**config.mk**
```make
export PLATFORM = sky130hd
export DESIGN_NAME = seq_decode_flat
export DESIGN_NICKNAME = d
export VERILOG_FILES = /design/src/rtl/y86_pkg.sv /design/src/rtl/seq_decode_if.sv /design/src/rtl/seq_regfile.sv /design/src/rtl/seq_decode.sv /design/src/flat_wrapper.sv
export SDC_FILE = /design/constraint.sdc
export NUM_CORES = 2
export LEC_CHECK = 0
export CORE_ASPECT_RATIO = 0.9
export CORE_UTILIZATION = 35
export CTS_CLUSTER_DIAMETER = 40
export DETAILED_ROUTE_END_ITERATION = 8
export PLACE_DENSITY = 0.61
export SLEW_MARGIN = 20
export SYNTH_ARGS = -nofsm -noshare
export SYNTH_HDL_FRONTEND = slang
export SYNTH_HIERARCHICAL = 1
export SYNTH_SLANG_ARGS = --single-unit
```
**constraint.sdc**
```tcl
create_clock -name clk -period 6.11 [get_ports clk]
set_clock_uncertainty 0.15 [all_clocks]
set_input_delay 1.222 -clock clk [delete_from_list [all_inputs] [get_ports clk]]
set_output_delay 1.222 -clock clk [all_outputs]
set_load 0.05 [all_outputs]
```
**src/rtl/y86_pkg.sv**
```systemverilog
// Shared Y86-64 definitions: instruction codes, register specifiers, word type.
package y86_pkg;

  typedef logic [63:0] word_t;
  typedef logic [3:0]  reg_id_t;

  localparam logic [3:0] IHALT   = 4'h0;
  localparam logic [3:0] INOP    = 4'h1;
  localparam logic [3:0] IRRMOVQ = 4'h2;
  localparam logic [3:0] IIRMOVQ = 4'h3;
  localparam logic [3:0] IRMMOVQ = 4'h4;
  localparam logic [3:0] IMRMOVQ = 4'h5;
  localparam logic [3:0] IOPQ    = 4'h6;
  localparam logic [3:0] IJXX    = 4'h7;
  localparam logic [3:0] ICALL   = 4'h8;
  localparam logic [3:0] IRET    = 4'h9;
  localparam logic [3:0] IPUSHQ  = 4'hA;
  localparam logic [3:0] IPOPQ   = 4'hB;

  localparam reg_id_t RNONE = 4'hF;
  localparam reg_id_t RSP   = 4'h4;

endpackage

```
**src/rtl/seq_decode_if.sv**
```systemverilog
// Decode-stage bundle: fetch/execute side drives the instruction fields and
// write-back values, decode returns the two operands.
interface seq_decode_if;
  import y86_pkg::*;

  logic [3:0] icode;
  reg_id_t    rA;
  reg_id_t    rB;
  logic       cnd;
  word_t      valE;
  word_t      valM;
  word_t      valA;
  word_t      valB;

  modport master (output icode, rA, rB, cnd, valE, valM, input valA, valB);
  modport slave  (input icode, rA, rB, cnd, valE, valM, output valA, valB);
endinterface

```
**src/rtl/seq_regfile.sv**
```systemverilog
// Fifteen 64-bit program registers: two combinational read ports, two write
// ports where the M port wins over the E port on a shared destination.
module seq_regfile
  import y86_pkg::*;
(
  input  logic    clk,
  input  logic    rst_n,
  input  reg_id_t src_a,
  input  reg_id_t src_b,
  input  reg_id_t dst_e,
  input  reg_id_t dst_m,
  input  word_t   val_e,
  input  word_t   val_m,
  output word_t   val_a,
  output word_t   val_b
);

  word_t regs [0:14];

  genvar gi;
  generate
    for (gi = 0; gi < 15; gi++) begin : g_reg
      // Per-register write: reset loads the register's own index, M beats E.
      always_ff @(posedge clk or negedge rst_n) begin
        if (!rst_n) begin
          regs[gi] <= word_t'(gi);
        end else if (dst_m == reg_id_t'(gi)) begin
          regs[gi] <= val_m;
        end else if (dst_e == reg_id_t'(gi)) begin
          regs[gi] <= val_e;
        end
      end
    end
  endgenerate

  // RNONE is never stored, so it reads as zero; no write bypass.
  assign val_a = (src_a == RNONE) ? '0 : regs[src_a];
  assign val_b = (src_b == RNONE) ? '0 : regs[src_b];

endmodule

```
**src/rtl/seq_decode.sv**
```systemverilog
// Y86-64 SEQ decode/write-back: picks source and destination registers from
// the instruction fields and drives the register file.
module seq_decode
  import y86_pkg::*;
(
  input logic         clk,
  input logic         rst_n,
  seq_decode_if.slave bus
);

  reg_id_t src_a;
  reg_id_t src_b;
  reg_id_t dst_e;
  reg_id_t dst_m;

  // Register selection by instruction; unknown codes touch nothing.
  always_comb begin
    src_a = RNONE;
    src_b = RNONE;
    dst_e = RNONE;
    dst_m = RNONE;
    case (bus.icode)
      IRRMOVQ: begin
        src_a = bus.rA;
        if (bus.cnd) dst_e = bus.rB;
      end
      IIRMOVQ: dst_e = bus.rB;
      IRMMOVQ: begin
        src_a = bus.rA;
        src_b = bus.rB;
      end
      IMRMOVQ: begin
        src_b = bus.rB;
        dst_m = bus.rA;
      end
      IOPQ: begin
        src_a = bus.rA;
        src_b = bus.rB;
        dst_e = bus.rB;
      end
      ICALL: begin
        src_b = RSP;
        dst_e = RSP;
      end
      IRET, IPOPQ: begin
        src_a = RSP;
        src_b = RSP;
        dst_e = RSP;
        if (bus.icode == IPOPQ) dst_m = bus.rA;
      end
      IPUSHQ: begin
        src_a = bus.rA;
        src_b = RSP;
        dst_e = RSP;
      end
      default: ;
    endcase
  end

  seq_regfile u_regfile (
    .clk   (clk),
    .rst_n (rst_n),
    .src_a (src_a),
    .src_b (src_b),
    .dst_e (dst_e),
    .dst_m (dst_m),
    .val_e (bus.valE),
    .val_m (bus.valM),
    .val_a (bus.valA),
    .val_b (bus.valB)
  );

endmodule

```
**src/flat_wrapper.sv**
```systemverilog
// flat-port wrapper written by rule: the top's interface ports become plain ports
module seq_decode_flat import y86_pkg::*;
  (clk, rst_n, bus_icode, bus_rA, bus_rB, bus_cnd, bus_valE, bus_valM, bus_valA, bus_valB);
  seq_decode_if bus_i ();
  input logic clk;
  input logic rst_n;
  input wire logic [$bits(bus_i.icode)-1:0] bus_icode;
  input wire logic [$bits(bus_i.rA)-1:0] bus_rA;
  input wire logic [$bits(bus_i.rB)-1:0] bus_rB;
  input wire logic [$bits(bus_i.cnd)-1:0] bus_cnd;
  input wire logic [$bits(bus_i.valE)-1:0] bus_valE;
  input wire logic [$bits(bus_i.valM)-1:0] bus_valM;
  output wire logic [$bits(bus_i.valA)-1:0] bus_valA;
  output wire logic [$bits(bus_i.valB)-1:0] bus_valB;
  assign bus_i.icode = bus_icode;
  assign bus_i.rA = bus_rA;
  assign bus_i.rB = bus_rB;
  assign bus_i.cnd = bus_cnd;
  assign bus_i.valE = bus_valE;
  assign bus_i.valM = bus_valM;
  assign bus_valA = bus_i.valA;
  assign bus_valB = bus_i.valB;
  seq_decode u_core (.clk(clk), .rst_n(rst_n), .bus(bus_i));
endmodule
```
==> qor.csv <==
stage;metric;value;unit
run_status;status;finished clean;
clock_tree;htree depth;4;
timing;Max Clock Freq;0.172;GHz
die;core area;171000;sq um
place;IO buf count;270;
timing;worst hold margin;0.357;ns
clock_tree;clk buf depth;3;
global_route;global-route wire length before repair;339;mm
routing;post-route ant nets;0;
global_route;largest net degree at the start of global routing;169;
critical_path;worst setup path startpoint;bus_icode[0];
die;num rows;144;
routing;via count;48900;
yosys;synth warn;6;
min_path;Hold Crit Class;in2async;
global_route;total gr overflow;0;
critical_path;R2R Path Start;u_core/u_regfile/regs[514];
cells_and_area;most frequent cells in the layout;1346 x mux2i_1, 932 x dfrtp_1, 707 x nand2_1;
yosys;mean post-synth cell area;10.5;sq um
yosys;Cell Area, Synth;60500;sq um
die;Initial Utilization;35.3;%
yosys;Seq/Total Area, Yosys;39.8;%
cells_and_area;Area growth, synth to finish;21.5;%
critical_path;CP endpoint kind;output pin;
die;die area;174000;sq um
clock_tree;TritonCTS buffer count;168;
cells_and_area;share of layout cells above drive strength 1;18.5;%
routing;WL per Instance;28.2;um
timing;Tightest Pin Transition;1.02;ns
cells_and_area;max reg flops;960;
timing;Slew Limit Fails;0;
die;Die H;396;um
yosys;synth unique cells;42;
routing;drt first pass iters;6;
timing;RSZ-0062 raised after global routing;false;
yosys;Main synth FF type;dfrtp_1;
yosys;Synthesized Nets;5919;
timing;Hold Violations, Final;0;
power_and_ir_drop;leakage power;31.0;nW
cells_and_area;register area;24100;sq um
clock_tree;Post-CTS Resized;0;
power_and_ir_drop;VDD IR-drop max;0.267;mV
place;DP HPWL;128;mm
global_route;GRT Util Overall;26.2;%
routing;DRT Wirelength;232;mm
timing;Final Cycle Share;95.0;%
yosys;FFs w/ async S/R, synth;100;%
clock_tree;Root Driver;clkbuf_16;
critical_path;Worst Path Arrival;4.44;ns
cells_and_area;commonest non-fill, non-tap cell in the layout;mux2i_1;
global_route;vias in the first global route;48000;
cells_and_area;top flop regs;u_core/u_regfile/regs: 960 flops;
yosys;Mapped Cells;5776;
critical_path;CP max FO;49;
clock_tree;Clock Pin Slew Worst Setup and Hold Paths;0.05;ns
critical_path;crit path launch type;input pin;
timing;# setup viols final;0;
place;routability congestion estimate;0.825;
timing;Setup Total Neg Slack;0;ns
global_route;initial antenna violation count;25;
clock_tree;Hold Buf Count CTS;0;
critical_path;kind of critical path;in2out;
clock_tree;CTS Sinks;960;
routing;Avg Vias per Cell;5.96;
clock_tree;CTS tree;yes;
die;Die X;440;um
run;Max-cap violations;0;
clock_tree;clk_lat worst skew;0.78;ns
cells_and_area;Multi-input gate area;33600;sq um
place;Post-Place Cell Area;67300;sq um
power_and_ir_drop;P per Cell Area;376;nW/um^2
critical_path;Worst EP required;4.74;ns
clock_tree;setup repair bufs after CTS;0;
die;IO Count;271;
routing;1st-iter DRT viols;6233;
timing;Max-slew headroom;32.0;%
yosys;Post-synth EDFFs;0;
timing;Final min period;5.81;ns
cells_and_area;Finished Cell Area;73500;sq um
yosys;FF+latch count, synth;960;
cells_and_area;Filler cells;15800;
routing;Residual DRC;0;
cells_and_area;Largest Register;u_core/u_regfile/regs;
power_and_ir_drop;Total Power;0.0277;W
cells_and_area;Final #Nets;5931;
through the flow:
step / utilization [%] / setup WS, ns / std cells
6_report: 42.9 / 0.303 / 8211
5_1_grt: 42.9 / 0.162 / 8209
4_1_cts: 42.9 / 0.257 / 8195
3_5_place_dp: 39.3 / 0.275 / 7881
3_3_place_gp: 39.3 / 0.306 / 7879
2_1_floorplan: - / 1.11 / 5776
cells by family after synthesis:
| group | after synthesis | synth area share, % |
|---|---|---|
| AOI/OAI and AO/OA | 1291 | 12.2 |
| and+or+nand+nor | 1083 | 7.40 |
| muxes | 1730 | 35.4 |
| DFF | 960 | 39.8 |
| buffers and inverters | 712 | 5.23 |
worst paths after layout:
kind | end | slack, ns | cells past startpoint
max in group asynchronous | u_core/u_regfile/regs[174] | 4.01 | 2
max | bus_valB[59] | 0.30 | 10
max reg2reg | u_core/u_regfile/regs[514] | 5.01 | 2
min in group clk | u_core/u_regfile/regs[323] | 0.42 | 2
min | u_core/u_regfile/regs[955] | 0.36 | 1
min reg2reg | u_core/u_regfile/regs[323] | 0.42 | 2
metal layers:
metal / wire length [um] / up-vias / global-route usage, %
li1: - / 21100 / -
met3: 19000 / 558 / 4.89
met1: 93200 / 24700 / 34.5
met2: 109000 / 2546 / 41.3
met4: 10500 / 18 / 12.8
met5: 115 / - / 0
critical path, stage by stage:
cell and delay, ns:
clkdlybuf4s50_1 0.66, nand2_1 0.28, a31oi_4 0.34, buf_12 0.36, buf_12 0.31, mux2i_1 0.14, mux4_2 0.46, o21ai_1 0.27
buf_4 0.18, buf_12 0.13
final cells by class:
type | instances | share of cell area (%)
Tap cell | 2263 | 3.85
Inverter | 67 | 0.346
Clock buffer | 198 | 6.20
Clock inverter | 116 | 2.12
Sequential cell | 960 | 32.7
Timing Repair Buffer | 487 | 9.04
Antenna cell | 16 | 0.0545
Multi-Input combinational cell | 4104 | 45.7
cell usage after synthesis (51+ instances only):
master	count	area, sq um
o211a_1	63	631
a21oi_1	256	1280
a22oi_1	127	953
o21ai_0	281	1410
mux2_2	63	709
mux4_2	321	7230
o21ai_1	488	2440
nand2b_1	66	413
nor2_1	262	983
clkbuf_1	383	1440
inv_1	66	248
buf_4	51	383
nand2_1	707	2650
mux2i_1	1346	13500
o221ai_1	63	552
dfrtp_1	932	23300
buf_2	179	896
power breakdown:
part           switching [W]  leakage [nW]  internal [W]
clock network        0.00371          2.96       0.00653
logic                0.00389          16.2       0.00391
registers            0.00147          11.8       0.00815
Note: power is estimated with default switching activity, not from simulation.
